--- config.mk ---
export PLATFORM = sky130hd
export DESIGN_NAME = spi_slave
export DESIGN_NICKNAME = d
export VERILOG_FILES = /design/src/rtl/spi_pkg.sv /design/src/rtl/spi_sync_edge.sv /design/src/rtl/spi_slave.sv
export SDC_FILE = /design/constraint.sdc
export NUM_CORES = 1
export LEC_CHECK = 0
export CORE_ASPECT_RATIO = 1.75
export CORE_UTILIZATION = 30
export CTS_BUF_LIST = sky130_fd_sc_hd__clkbuf_8
export CTS_CLUSTER_DIAMETER = 50
export DETAILED_ROUTE_END_ITERATION = 8
export SYNTH_ARGS = -nofsm -noshare
export SYNTH_HDL_FRONTEND = slang
export SYNTH_SLANG_ARGS = --single-unit
--- constraint.sdc ---
create_clock -name clk -period 4 [get_ports clk]
set_input_delay 0.4 -clock clk [delete_from_list [all_inputs] [get_ports clk]]
set_output_delay 0.4 -clock clk [all_outputs]
set_load 0.03 [all_outputs]
--- src/rtl/spi_pkg.sv ---
// rtl/spi_pkg.sv - shared SPI link constants and slave state encoding
package spi_pkg;

  localparam int         SPI_DATA_WIDTH  = 8;
  localparam int         SPI_SYNC_STAGES = 2;
  localparam logic [7:0] SPI_DEFAULT_TX  = 8'h00;

  typedef enum logic {
    SPI_SLV_IDLE   = 1'b0,
    SPI_SLV_ACTIVE = 1'b1
  } spi_slv_state_e;

endpackage

--- src/rtl/spi_sync_edge.sv ---
// rtl/spi_sync_edge.sv - multi-flop synchroniser with optional rise/fall detector
module spi_sync_edge #(
  parameter int   SYNC_STAGES = 2,
  parameter logic RESET_VAL   = 1'b0,
  parameter bit   EDGE_EN     = 1'b0
) (
  input  logic clk,
  input  logic rst,
  input  logic d,
  output logic q,
  output logic rise,
  output logic fall
);

  logic [SYNC_STAGES-1:0] sync;

  // shift the asynchronous input through the synchroniser chain
  always_ff @(posedge clk or posedge rst) begin
    if (rst) sync <= {SYNC_STAGES{RESET_VAL}};
    else     sync <= {sync[SYNC_STAGES-2:0], d};
  end

  assign q = sync[SYNC_STAGES-1];

  generate
    if (EDGE_EN) begin : g_edge
      logic prev;

      // one extra flop on the synced level gives a single-cycle edge strobe
      always_ff @(posedge clk or posedge rst) begin
        if (rst) prev <= RESET_VAL;
        else     prev <= q;
      end

      assign rise = ~prev & q;
      assign fall = prev & ~q;
    end else begin : g_no_edge
      assign rise = 1'b0;
      assign fall = 1'b0;
    end
  endgenerate

endmodule

--- src/rtl/spi_slave.sv ---
// rtl/spi_slave.sv - SPI mode 0 slave with byte-parallel rx/tx handshake in the clk domain
module spi_slave
  import spi_pkg::*;
#(
  parameter int                    DATA_WIDTH  = SPI_DATA_WIDTH,
  parameter int                    SYNC_STAGES = SPI_SYNC_STAGES,
  parameter logic [DATA_WIDTH-1:0] DEFAULT_TX  = SPI_DEFAULT_TX
) (
  input  logic                  clk,
  input  logic                  rst,
  input  logic                  sclk,
  input  logic                  ss,
  input  logic                  mosi,
  output logic                  miso,
  output logic                  miso_oe,
  input  logic [DATA_WIDTH-1:0] tx_data,
  input  logic                  tx_valid,
  output logic                  tx_ready,
  output logic [DATA_WIDTH-1:0] rx_data,
  output logic                  rx_valid,
  output logic                  frame_err,
  output logic                  busy
);

  localparam int            CW   = $clog2(DATA_WIDTH + 1);
  localparam logic [CW-1:0] LAST = CW'(DATA_WIDTH - 1);

  logic sclk_s, sclk_rise, sclk_fall;
  logic ss_n_sync, mosi_s;
  logic unused_ss_rise, unused_ss_fall, unused_mosi_rise, unused_mosi_fall;

  spi_sync_edge #(.SYNC_STAGES(SYNC_STAGES), .RESET_VAL(1'b0), .EDGE_EN(1'b1)) u_sync_sclk (
    .clk(clk), .rst(rst), .d(sclk), .q(sclk_s), .rise(sclk_rise), .fall(sclk_fall)
  );

  spi_sync_edge #(.SYNC_STAGES(SYNC_STAGES), .RESET_VAL(1'b1), .EDGE_EN(1'b0)) u_sync_ss (
    .clk(clk), .rst(rst), .d(ss), .q(ss_n_sync), .rise(unused_ss_rise), .fall(unused_ss_fall)
  );

  spi_sync_edge #(.SYNC_STAGES(SYNC_STAGES), .RESET_VAL(1'b0), .EDGE_EN(1'b0)) u_sync_mosi (
    .clk(clk), .rst(rst), .d(mosi), .q(mosi_s), .rise(unused_mosi_rise), .fall(unused_mosi_fall)
  );

  spi_slv_state_e        state;
  // miso carries the current tx MSB; tx_shift holds the bits still to follow it
  logic [DATA_WIDTH-2:0] tx_shift;
  // rx_shift holds the bits received so far; the final bit goes straight into rx_data
  logic [DATA_WIDTH-2:0] rx_shift;
  logic [CW-1:0]         bit_cnt;
  logic [DATA_WIDTH-1:0] hold_data;
  logic                  hold_full;
  logic                  word_done;

  logic                  load;
  logic                  wr;
  logic [DATA_WIDTH-1:0] load_word;

  // a tx load happens on frame entry and on the first falling sclk after each completed word
  always_comb begin
    load      = 1'b0;
    if (state == SPI_SLV_IDLE)
      load = ~ss_n_sync;
    else
      load = ~ss_n_sync & sclk_fall & word_done;
    load_word = hold_full ? hold_data : DEFAULT_TX;
    wr        = tx_valid & ~hold_full;
  end

  assign tx_ready = ~hold_full;
  assign busy     = (state == SPI_SLV_ACTIVE);

  // frame FSM, shift registers, holding register and registered outputs
  always_ff @(posedge clk or posedge rst) begin
    if (rst) begin
      state     <= SPI_SLV_IDLE;
      tx_shift  <= '0;
      rx_shift  <= '0;
      bit_cnt   <= '0;
      hold_data <= '0;
      hold_full <= 1'b0;
      word_done <= 1'b0;
      miso      <= 1'b0;
      miso_oe   <= 1'b0;
      rx_data   <= '0;
      rx_valid  <= 1'b0;
      frame_err <= 1'b0;
    end else begin
      rx_valid  <= 1'b0;
      frame_err <= 1'b0;

      // a load empties a full register; a write on an empty one is held for the next load
      if (load && hold_full) begin
        hold_full <= 1'b0;
      end else if (wr) begin
        hold_data <= tx_data;
        hold_full <= 1'b1;
      end

      case (state)
        SPI_SLV_IDLE: begin
          if (!ss_n_sync) begin
            state     <= SPI_SLV_ACTIVE;
            tx_shift  <= load_word[DATA_WIDTH-2:0];
            miso      <= load_word[DATA_WIDTH-1];
            miso_oe   <= 1'b1;
            bit_cnt   <= '0;
            word_done <= 1'b0;
          end
        end
        SPI_SLV_ACTIVE: begin
          if (ss_n_sync) begin
            // deselect wins over any edge seen in the same cycle
            state     <= SPI_SLV_IDLE;
            miso      <= 1'b0;
            miso_oe   <= 1'b0;
            bit_cnt   <= '0;
            word_done <= 1'b0;
            frame_err <= (bit_cnt != '0);
          end else if (sclk_rise) begin
            rx_shift <= {rx_shift[DATA_WIDTH-3:0], mosi_s};
            if (bit_cnt == LAST) begin
              rx_data   <= {rx_shift, mosi_s};
              rx_valid  <= 1'b1;
              bit_cnt   <= '0;
              word_done <= 1'b1;
            end else begin
              bit_cnt <= bit_cnt + 1'b1;
            end
          end else if (sclk_fall) begin
            if (word_done) begin
              tx_shift  <= load_word[DATA_WIDTH-2:0];
              miso      <= load_word[DATA_WIDTH-1];
              word_done <= 1'b0;
            end else if (bit_cnt != '0) begin
              miso     <= tx_shift[DATA_WIDTH-2];
              tx_shift <= {tx_shift[DATA_WIDTH-3:0], 1'b0};
            end
          end
        end
        default: state <= SPI_SLV_IDLE;
      endcase
    end
  end

endmodule

==> results.py <==
metrics = {
    "status": {
        "status": "finished, final reports clean",
    },
    "critical_path": {
        "crit_start": "busy$_DFF_PP0_",
        "crit_family": "flip-flops",
        "end_kind": "flip-flop",
        "path_max_fanout": 14,
        "start_kind": "flip-flop",
        "criticalPathCategory": "flip-flop to flip-flop",
        "cpPeakStageDelay_ns": 0.60,
        "required_ns": 4.22,
        "critPathSlowestCell": "dfrtp_1",
        "cp_data_arrival_time_ns": 2.33,
        "crit_chain": "inv_1 -> ha_1 -> or2_2 -> a221oi_4 -> nand4_1 -> o21ai_0",
        "regToRegStartpoint": "busy$_DFF_PP0_",
        "cp_num_buf_inv": 1,
    },
    "floorplan": {
        "start_util": 0.308,
        "die_x_um": 63.7,
        "ios": 28,
        "num_rows": 39,
        "die_area_um2": 7000,
        "die_height_um": 110,
        "core_um2": 6490,
    },
    "cts": {
        "worstSkewPairLatency_ns": 0.29,
        "postCtsSetupBuffers": 0,
        "clock-sinks": 48,
        "path_clk_slew_ns": 0.08,
        "cts_max_path_buffers": 2,
        "cts_tree": "built",
        "cts.repair.resized": 0,
        "htreeDepth": 2,
        "cts_made_buffers": 5,
        "cts_root_buf": "clkbuf_8",
        "postCtsHoldBufs": 0,
    },
    "global_routing": {
        "grt_max_degree": 49,
        "gr-usage-all-layers": 0.107,
        "antenna_found_initial": 0,
        "grt_pass1_vias": 1178,
        "grt_pass1_wl_um": 5720,
        "grt-ovfl-total": 0,
    },
    "timing": {
        "setup_viol": 0,
        "finClkSkew_ns": 0.00559,
        "fmax_mhz": 473,
        "fin_crit_sh": 0.529,
        "max_slew.worst_pin.slew_ns": 0.961,
        "fin_tns_setup_ns": 0,
        "fin_crit_ns": 2.12,
        "rsz0062_at_grt": "false",
        "hold_viol_final": 0,
        "worst_slew_margin_rel": 0.358,
        "slew_violations": 0,
    },
    "final_layout": {
        "design_area_um2": 2420,
        "syn2layout_area_growth_pct": 21.4,
        "multiInputGateArea_um2": 739,
        "drive_gt1_frac": 0.223,
        "fillers": 648,
        "ff_latch_area_um2": 1200,
        "antenna_cells": 0,
        "nNetsFinal": 202,
        "fin_util": 0.373,
    },
    "synthesis": {
        "ys_warn_count": 0,
        "synth_fa_ha_area_frac": 0.0251,
        "netlist_area_um2": 2000,
        "synthCells": 154,
        "synth_xor_area_frac": 0,
        "synth_cell_type_count": 33,
        "ys_ff_latch": 48,
        "synth_top_family_by_area": "multiplexers",
        "synth-simple-area-share": 0.119,
        "synthMuxAreaShare": 0.146,
        "syn_avg_cell_area_um2": 13.0,
        "seq_area_frac_synth": 0.603,
        "synth_fp_nets": 172,
        "synth_compound_area_frac": 0.0802,
    },
    "detailed_routing": {
        "vias_per_cell": 4.62,
        "firstDrtPassIters": 4,
        "wire_per_inst_um": 12.7,
        "drc": 0,
        "num_vias": 1229,
        "routed_wl_um": 3390,
        "drtIter0Drc": 21,
        "ant_nets": 0,
    },
    "power": {
        "power_frac_seq": 0.577,
        "leakagePower_uw": 0.00105,
        "p_sw_uw": 302,
        "comb_power_share": 0.186,
        "power.internal_uw": 799,
        "max-vdd-ir-drop_v": 0.000233,
        "p_sw_frac": 0.274,
        "finalPower_uw": 1100,
        "clock_power_share": 0.237,
        "cellPowerDensity_nw_per_um2": 454,
    },
    "placement": {
        "dp_hpwl_um": 2430,
        "port_buffers": 27,
        "routabilityCongestion": 0.710,
        "dpl-instance-area_um2": 2350,
    },
    "hold_path": {
        "min_from": "u_sync_mosi.sync[0]$_DFF_PP0_",
        "hold_path.class": "flip-flop to flip-flop",
    },
    "run": {
        "maxCapViolations": 0,
    },
}
==> metrics by stage <==
step	cells	hold slack [ns]	setup WS, ns
floorplan	154	0.331	1.95
global placement	259	0.333	1.93
detailed placement	259	0.337	1.89
CTS	266	0.356	1.87
global route	266	0.357	1.67
finish	266	0.352	1.88
==> state kept, by name (all words and copies together), names as in the netlist <==
name,cells
hold_data,8
rx_data,8
rx_shift,7
tx_shift,7
bit_cnt,4
u_sync_mosi.sync,2
u_sync_sclk.sync,2
u_sync_ss.sync,2
busy,1
frame_err,1
hold_full,1
miso,1
miso_oe,1
rx_valid,1
u_sync_sclk.g_edge.prev,1
word_done,1
==> metal layers <==
layer  up-vias  global-route usage  routed length [um]
li1        601                   -                   -
met1       605               0.128                1470
met2        19               0.182                1770
met3         4              0.0280                 104
met4         0              0.0438                  42
met5         -                   0                   0
==> path summary, 6_finish.rpt <==
check	depth (start not counted)	slack [ns]	endpoint
min in group asynchronous	2	0.64	rx_data[6]$_DFFE_PP0P_
max in group asynchronous	2	2.76	u_sync_sclk.sync[0]$_DFF_PP0_
hold / removal	0	0.35	u_sync_mosi.sync[1]$_DFF_PP0_
hold reg to reg	0	0.35	u_sync_mosi.sync[1]$_DFF_PP0_
setup / recovery	6	1.88	tx_shift[0]$_DFFE_PP0P_
setup reg to reg	6	1.88	tx_shift[0]$_DFFE_PP0P_
==> layout make-up <==
class                      count  area share
clock buffer                   5      0.0284
clock inverter                 2     0.00361
inverter                       8      0.0124
multi-input combinational     94       0.305
timing repair buffer          27       0.112
tap                           82      0.0423
sequential                    48       0.497
==> synth_stat cells <==
master,instances,area share
a21bo_2,1,0.0050
a21boi_1,1,0.0038
a21oi_1,3,0.0075
a221oi_1,1,0.0044
a221oi_4,1,0.013
a22o_1,1,0.0044
a31oi_1,7,0.022
a32o_1,1,0.0050
and2b_4,1,0.0050
buf_2,1,0.0025
buf_6,1,0.0056
clkbuf_1,2,0.0038
dfrtp_1,46,0.58
dfstp_2,2,0.026
ha_1,4,0.025
inv_1,8,0.015
mux2_2,25,0.14
mux2i_1,1,0.0050
nand2_1,8,0.015
nand2b_1,4,0.013
nand2b_4,1,0.0069
nand3_1,7,0.018
nand3b_1,1,0.0038
nand4_1,1,0.0031
nor2_1,9,0.017
nor2_2,1,0.0031
nor2b_1,2,0.0063
nor3_1,2,0.0050
nor3_4,1,0.0081
nor3b_1,2,0.0075
o21ai_0,6,0.015
or2_2,1,0.0031
or4b_1,1,0.0050
==> power groups by stage <==
stage,clock network [uW],logic [uW],registers (uW)
2_1_floorplan,0,145,640
3_3_place_gp,0,203,646
3_5_place_dp,0,207,647
4_1_cts,276,208,637
5_1_grt,292,231,650
6_report,261,205,635
==> cell usage in the layout (no fill, tap or decap), drive strengths merged <==
master,Yosys,layout
nor2b,2,2
clkdlybuf4s50,0,27
a32o,1,1
mux2i,1,1
mux2,25,25
or2,1,1
nand2b,5,5
or4b,1,1
a22o,1,1
nand4,1,1
a21oi,3,3
inv,8,9
a21bo,1,1
clkbuf,2,5
and2b,1,1
o21ai,6,6
nor3b,2,2
a21boi,1,1
nand3b,1,1
dfstp,2,2
dfrtp,46,46
ha,4,4
a221oi,2,2
nand2,8,8
clkinv,0,1
nand3,7,7
nor3,3,3
a31oi,7,7
nor2,10,10
==> kinds of logic (layout without fill, tap and decap cells) <==
| group | Yosys count | in the layout |
|---|---|---|
| flip-flops | 48 | 48 |
| AND/OR/NAND/NOR | 42 | 42 |
| multiplexers | 26 | 26 |
| AO/OA/AOI/OAI | 22 | 22 |
| buffers and inverters | 12 | 42 |
| adder cells (fa/ha/maj) | 4 | 4 |
(Power assumes the default switching activity.)
